### config.mk
export PLATFORM = sky130hd
export DESIGN_NAME = axi4lite_reg_slave
export DESIGN_NICKNAME = d
export VERILOG_FILES = /design/src/rtl/axi4lite_reg_slave.sv
export SDC_FILE = /design/constraint.sdc
export NUM_CORES = 1
export LEC_CHECK = 0
export BUFFER_PORTS_ARGS = -buffer_cell sky130_fd_sc_hd__buf_2
export CORE_MARGIN = 4
export CORE_UTILIZATION = 48
export CTS_CLUSTER_SIZE = 12
export DETAILED_ROUTE_END_ITERATION = 12
export PLACE_DENSITY = 0.85
export SLEW_MARGIN = 20
export SYNTH_ARGS = -nofsm -noshare
export SYNTH_HDL_FRONTEND = slang
export SYNTH_SLANG_ARGS = --single-unit
### constraint.sdc
create_clock -name S_AXI_ACLK -period 3.1 [get_ports S_AXI_ACLK]
set_input_delay 0.155 -clock S_AXI_ACLK [delete_from_list [all_inputs] [get_ports S_AXI_ACLK]]
set_output_delay 0.155 -clock S_AXI_ACLK [all_outputs]
set_load 0.01 [all_outputs]
### src/rtl/axi4lite_reg_slave.sv
// AXI4-Lite slave register bank: word 0 reads STATUS_IN, words 1..NUM_REGS-1 are R/W with byte strobes.
// Independent write (AW/W/B) and read (AR/R) state machines, one transaction outstanding on each.
module axi4lite_reg_slave #(
  parameter int          AXI_DATA_WIDTH = 32,
  parameter int          AXI_ADDR_WIDTH = 32,
  parameter logic [31:0] BASE_ADDR      = 32'h0000_1000,
  parameter int          NUM_REGS       = 8
) (
  input  logic                          S_AXI_ACLK,
  input  logic                          S_AXI_ARESETN,
  input  logic [AXI_ADDR_WIDTH-1:0]     S_AXI_AWADDR,
  input  logic                          S_AXI_AWVALID,
  output logic                          S_AXI_AWREADY,
  input  logic [2:0]                    S_AXI_AWPROT,
  input  logic [AXI_DATA_WIDTH-1:0]     S_AXI_WDATA,
  input  logic [AXI_DATA_WIDTH/8-1:0]   S_AXI_WSTRB,
  input  logic                          S_AXI_WVALID,
  output logic                          S_AXI_WREADY,
  output logic [1:0]                    S_AXI_BRESP,
  output logic                          S_AXI_BVALID,
  input  logic                          S_AXI_BREADY,
  input  logic [AXI_ADDR_WIDTH-1:0]     S_AXI_ARADDR,
  input  logic                          S_AXI_ARVALID,
  output logic                          S_AXI_ARREADY,
  input  logic [2:0]                    S_AXI_ARPROT,
  output logic [AXI_DATA_WIDTH-1:0]     S_AXI_RDATA,
  output logic [1:0]                    S_AXI_RRESP,
  output logic                          S_AXI_RVALID,
  input  logic                          S_AXI_RREADY,
  input  logic [31:0]                   STATUS_IN,
  output logic [32*NUM_REGS-1:0]        REG_OUT,
  output logic [NUM_REGS-1:0]           WR_PULSE
);

  localparam logic [1:0] RESP_OKAY   = 2'b00;
  localparam logic [1:0] RESP_SLVERR = 2'b10;
  localparam logic [0:0] W_IDLE = 1'b0;
  localparam logic [0:0] W_RESP = 1'b1;
  localparam logic [0:0] R_IDLE = 1'b0;
  localparam logic [0:0] R_DATA = 1'b1;
  localparam logic [AXI_ADDR_WIDTH-1:0] BASE = AXI_ADDR_WIDTH'(BASE_ADDR);
  localparam logic [AXI_ADDR_WIDTH-1:0] SPAN = AXI_ADDR_WIDTH'(4 * NUM_REGS);

  function automatic logic addr_hit(input logic [AXI_ADDR_WIDTH-1:0] a);
    logic [AXI_ADDR_WIDTH-1:0] off;
    off = a - BASE;
    return (a >= BASE) && (off < SPAN);
  endfunction

  function automatic logic [3:0] addr_idx(input logic [AXI_ADDR_WIDTH-1:0] a);
    return 4'((a - BASE) >> 2);
  endfunction

  logic unused_prot;
  assign unused_prot = ^{S_AXI_AWPROT, S_AXI_ARPROT};

  logic [0:0]                  w_state_reg;
  logic                        aw_held_reg, w_held_reg;
  logic [AXI_ADDR_WIDTH-1:0]   awaddr_reg;
  logic [AXI_DATA_WIDTH-1:0]   wdata_reg;
  logic [AXI_DATA_WIDTH/8-1:0] wstrb_reg;
  logic                        awready_reg, wready_reg, bvalid_reg;
  logic [1:0]                  bresp_reg;
  logic [32*NUM_REGS-1:0]      regs_reg;
  logic [NUM_REGS-1:0]         wr_pulse_reg;

  logic                        aw_hs, w_hs, aw_have, w_have, commit, c_hit;
  logic [AXI_ADDR_WIDTH-1:0]   c_addr;
  logic [AXI_DATA_WIDTH-1:0]   c_data;
  logic [AXI_DATA_WIDTH/8-1:0] c_strb;
  logic [3:0]                  c_idx;
  logic [NUM_REGS-1:0]         wr_sel;

  assign aw_hs   = S_AXI_AWVALID && awready_reg;
  assign w_hs    = S_AXI_WVALID && wready_reg;
  assign aw_have = aw_held_reg || aw_hs;
  assign w_have  = w_held_reg || w_hs;
  assign commit  = (w_state_reg == W_IDLE) && aw_have && w_have;
  // A channel captured on the commit edge itself is used straight from the bus.
  assign c_addr  = aw_held_reg ? awaddr_reg : S_AXI_AWADDR;
  assign c_data  = w_held_reg ? wdata_reg : S_AXI_WDATA;
  assign c_strb  = w_held_reg ? wstrb_reg : S_AXI_WSTRB;
  assign c_hit   = addr_hit(c_addr);
  assign c_idx   = addr_idx(c_addr);

  genvar gi;
  generate
    for (gi = 0; gi < NUM_REGS; gi++) begin : g_word
      if (gi == 0) begin : g_status
        assign wr_sel[gi] = 1'b0;
      end else begin : g_rw
        assign wr_sel[gi] = commit && c_hit && (c_idx == 4'(gi)) && (|c_strb);
      end
      assign REG_OUT[32*gi +: 32] = regs_reg[32*gi +: 32];
    end
  endgenerate

  always_ff @(posedge S_AXI_ACLK or negedge S_AXI_ARESETN) begin
    if (!S_AXI_ARESETN) begin
      w_state_reg <= W_IDLE;
      aw_held_reg <= 1'b0;
      w_held_reg  <= 1'b0;
      awaddr_reg  <= '0;
      wdata_reg   <= '0;
      wstrb_reg   <= '0;
      awready_reg <= 1'b0;
      wready_reg  <= 1'b0;
      bvalid_reg  <= 1'b0;
      bresp_reg   <= RESP_OKAY;
    end else begin
      case (w_state_reg)
        W_IDLE: begin
          if (aw_hs) begin
            aw_held_reg <= 1'b1;
            awaddr_reg  <= S_AXI_AWADDR;
          end
          if (w_hs) begin
            w_held_reg <= 1'b1;
            wdata_reg  <= S_AXI_WDATA;
            wstrb_reg  <= S_AXI_WSTRB;
          end
          if (commit) begin
            w_state_reg <= W_RESP;
            aw_held_reg <= 1'b0;
            w_held_reg  <= 1'b0;
            awready_reg <= 1'b0;
            wready_reg  <= 1'b0;
            bvalid_reg  <= 1'b1;
            bresp_reg   <= c_hit ? RESP_OKAY : RESP_SLVERR;
          end else begin
            awready_reg <= !aw_have;
            wready_reg  <= !w_have;
          end
        end
        default: begin
          if (S_AXI_BREADY) begin
            w_state_reg <= W_IDLE;
            bvalid_reg  <= 1'b0;
            awready_reg <= 1'b1;
            wready_reg  <= 1'b1;
          end
        end
      endcase
    end
  end

  always_ff @(posedge S_AXI_ACLK or negedge S_AXI_ARESETN) begin
    if (!S_AXI_ARESETN) begin
      regs_reg     <= '0;
      wr_pulse_reg <= '0;
    end else begin
      wr_pulse_reg <= wr_sel;
      for (int i = 1; i < NUM_REGS; i++) begin
        if (wr_sel[i]) begin
          for (int b = 0; b < 4; b++) begin
            if (c_strb[b]) regs_reg[32*i+8*b +: 8] <= c_data[8*b +: 8];
          end
        end
      end
    end
  end

  logic [0:0]                r_state_reg;
  logic                      arready_reg, rvalid_reg;
  logic [AXI_DATA_WIDTH-1:0] rdata_reg;
  logic [1:0]                rresp_reg;
  logic [AXI_DATA_WIDTH-1:0] rd_word;
  logic [3:0]                ar_idx;
  logic                      ar_hit;

  assign ar_idx = addr_idx(S_AXI_ARADDR);
  assign ar_hit = addr_hit(S_AXI_ARADDR);

  always_comb begin
    rd_word = '0;
    if (ar_idx == 4'd0) rd_word = STATUS_IN;
    for (int i = 1; i < NUM_REGS; i++) begin
      if (ar_idx == 4'(i)) rd_word = regs_reg[32*i +: 32];
    end
  end

  always_ff @(posedge S_AXI_ACLK or negedge S_AXI_ARESETN) begin
    if (!S_AXI_ARESETN) begin
      r_state_reg <= R_IDLE;
      arready_reg <= 1'b0;
      rvalid_reg  <= 1'b0;
      rdata_reg   <= '0;
      rresp_reg   <= RESP_OKAY;
    end else begin
      case (r_state_reg)
        R_IDLE: begin
          if (arready_reg && S_AXI_ARVALID) begin
            r_state_reg <= R_DATA;
            arready_reg <= 1'b0;
            rvalid_reg  <= 1'b1;
            rdata_reg   <= ar_hit ? rd_word : '0;
            rresp_reg   <= ar_hit ? RESP_OKAY : RESP_SLVERR;
          end else begin
            arready_reg <= 1'b1;
          end
        end
        default: begin
          if (S_AXI_RREADY) begin
            r_state_reg <= R_IDLE;
            rvalid_reg  <= 1'b0;
            arready_reg <= 1'b1;
          end
        end
      endcase
    end
  end

  assign S_AXI_AWREADY = awready_reg;
  assign S_AXI_WREADY  = wready_reg;
  assign S_AXI_BVALID  = bvalid_reg;
  assign S_AXI_BRESP   = bresp_reg;
  assign S_AXI_ARREADY = arready_reg;
  assign S_AXI_RVALID  = rvalid_reg;
  assign S_AXI_RDATA   = rdata_reg;
  assign S_AXI_RRESP   = rresp_reg;
  assign WR_PULSE      = wr_pulse_reg;

endmodule

==> results by group <==
Floorplanning
  • Rows: 67
  • Num ports: 450
  • Height of the die: 194 um
  • Full die area: 37400 sq um
  • Die W: 194 um
  • Total core area: 33700 sq um
  • Initial Util: 49.0%

Place
  • Port Buffers: 404
  • Gpl congestion: 0.922
  • DP Area: 19400 sq um
  • Post-detail-place hpwl: 36900 um
  • Place WS: -0.353 ns
  • Dpl cells: 2012

Detailed routing
  • Average routed wire per standard cell: 24.5 um
  • Total Wirelength: 52500 um
  • Via-to-Cell Ratio: 5.77
  • DRT iter0 DRCs: 907
  • Routed Antenna Nets: 0
  • Residual DRC: 0
  • DR vias: 12400
  • DR pass1 iterations: 5

Power
  • Pwr dens: 604 nW/um^2
  • Lkg Pwr: 11.4 nW
  • Tot Pwr: 13.0 mW
  • Worst-case vdd ir drop: 0.603 mV

Critical path
  • Crit start category: register
  • CP endpoint kind: register
  • CP arrival: 3.66 ns
  • Critical path, cell by cell: buf_6 > or4_4 > a221oi_4 > nand3_2 > or3_4 > a221oi_4 > buf_12 > buf_12 > inv_1 > nor4_1
  • Slowest cell on crit path: or4_4
  • Highest net fanout along the worst path: 10
  • Max incr delay on CP: 0.54 ns
  • Worst endpoint required time: 3.49 ns
  • Critical path class: register to register

Global route
  • Antenna violations before repair: 0
  • Largest net degree at the start of global routing: 109
  • First-pass GRT wire length: 80400 um
  • Grt ovf: 0
  • Vias in the first global route: 13100
  • GRT Util Overall: 27.2%

Logic synthesis
  • Mean Syn Cell Area: 14.4 sq um
  • EDFF count, synth: 0
  • Ys async rst share: 100%
  • Post-synth top area cell: dfrtp_1
  • Post-Synthesis Cells: 1151
  • Netlist cell types: 62
  • Mapped Area: 16500 sq um
  • #FFs+latches synth: 340
  • Synth area leaders: dfrtp_1, mux2_2, mux2_4, mux4_2, nand4_4
  • Predominant post-synthesis flop cell: dfrtp_1
  • Top cell type's share of synthesized area: 51.5%
  • YS warnings: 32
  • Post-synthesis sequential area ratio: 51.5%

Clock tree
  • CTS clk-pin slew, worst paths: 0.06 ns
  • H-Tree Level Count: 2
  • Number of buffers created by CTS: 37
  • CTS sink count: 340
  • Clk Latency, worst-skew pair: 0.52 ns
  • CTS max path bufs: 3
  • Root buffer cell: clkbuf_16
  • CTS tree: yes

Cells and area
  • Non-Filler Instances: 2146
  • Most common cell after layout, fill and taps aside: buf_2
  • FF/Latch Area: 8510 sq um
  • Fraction of layout cells with a size suffix above 1: 55.7%
  • ANT cells: 0
  • Max reg flops: 224
  • Area Overhead vs Synth: 30.4%
  • Area of the multi-input gates: 7650 sq um
  • Commonest non-fill, non-tap cells in the layout: buf_2, dfrtp_1, mux2_2
  • Finished Cell Area: 21500 sq um
  • Nets: 1822
  • Number of fillers in the final layout: 2428

STA
  • Setup Skew: 0.0172 ns
  • Slew Viols, Final: 0
  • Final-report hold violation count: 0
  • Setup violations, final: 230
  • Fmax: 0.305 GHz
  • Final worst-path cycle share: 106%
  • Worst Hold Slack: 0.189 ns
  • Final Critical Period: 3.28 ns
  • Setup slack after layout: -0.178 ns
  • Worst-margin pin slew: 0.893 ns
  • RSZ-0062 raised after global routing: yes
  • Max-slew headroom: 40.5%

Outcome
  • Failing checks: negative setup slack
  • Status: finished with violations

Job
  • Max cap viols: 0

Worst hold path
  • Hold Path Class: input port to register
metrics by stage:
step / util, % / TNS (ns)
2_1_floorplan: - / -21.37
3_3_place_gp: 57.7 / -35.19
3_5_place_dp: 57.7 / -60.93
4_1_cts: 63.7 / -24.47
5_1_grt: 63.9 / -52.39
6_report: 63.9 / -26.59
cells in the mapped netlist (5+ instances only):
| library cell | count |
|---|---|
| a21oi_1 | 10 |
| a221o_1 | 32 |
| a22o_1 | 33 |
| buf_1 | 8 |
| buf_4 | 37 |
| clkbuf_1 | 33 |
| dfrtp_1 | 340 |
| inv_1 | 6 |
| mux2_2 | 278 |
| mux2_4 | 48 |
| mux2i_1 | 41 |
| mux4_2 | 32 |
| nand2_1 | 45 |
| nand2b_1 | 5 |
| nand3_1 | 10 |
| nand4_1 | 5 |
| nand4_4 | 28 |
| nor2_1 | 37 |
| nor3_1 | 8 |
| nor4_1 | 18 |
| o21ai_0 | 35 |
cells by family (layout without fill, tap and decap cells):
family,count (synthesis),in the layout,synth area share [%]
buffers and inverters,97,610,3.67
other,1,35,0.0227
multiplexers,399,399,30.2
flip-flops,340,340,51.5
AND/OR/NAND/NOR,181,181,8.29
AO/OA/AOI/OAI,131,131,6.23
XOR/XNOR,2,2,0.106
routing by layer:
metal	routed length, um	global-route usage (%)	part of all wire (%)	vias up
li1	-	-	-	5329
met1	19700	33.2	38	6264
met2	26300	46.9	50	617
met3	3900	5.71	7.4	171
met4	2610	12.1	5.0	0
met5	0	0	0	-
path summary, 6_finish.rpt:
check	start	endpoint	slack [ns]	depth (start not counted)
worst max-delay path	aw_held_reg	WR_PULSE[1]	-0.18	10
worst min-delay path	S_AXI_WVALID	w_held_reg	0.19	4
worst max register to register	aw_held_reg	WR_PULSE[1]	-0.18	10
worst min register to register	S_AXI_RVALID	S_AXI_RVALID	0.50	2
max in group asynchronous	S_AXI_ARESETN	w_state_reg	1.74	4
min in group asynchronous	S_AXI_ARESETN	S_AXI_RDATA[3]	0.24	2
area by class of cell:
| cell class | instances | area share, % |
|---|---|---|
| Sequential cell | 340 | 39.5 |
| Multi-Input combinational cell | 748 | 35.5 |
| Timing Repair Buffer | 544 | 16.5 |
| Clock buffer | 53 | 5.15 |
| Tap cell | 448 | 2.60 |
| Clock inverter | 7 | 0.645 |
| Inverter | 6 | 0.105 |
power by group:
| group | internal, mW | switching (mW) |
|---|---|---|
| sequential | 4.94 | 0.307 |
| combinational | 1.39 | 1.83 |
| clock | 2.80 | 1.73 |
critical path, delay by kind of cell (launching register included):
kind            cells  cell delay, ns
compound gates      2            0.60
buf+inv             4            0.64
flops               1            0.46
simple gates        4            1.42
timing repair:
item / 4_1_cts / 5_1_grt
gates resized for setup: 9 / 6
setup buffers: 4 / 0
hold endpoints to repair: 171 / 0
gates cloned: 0 / 0
hold buffers: 69 / 0
pin swaps: 1 / 3
setup endpoints to repair: 231 / 231
No activity file was read; power rests on OpenSTA's default activity.
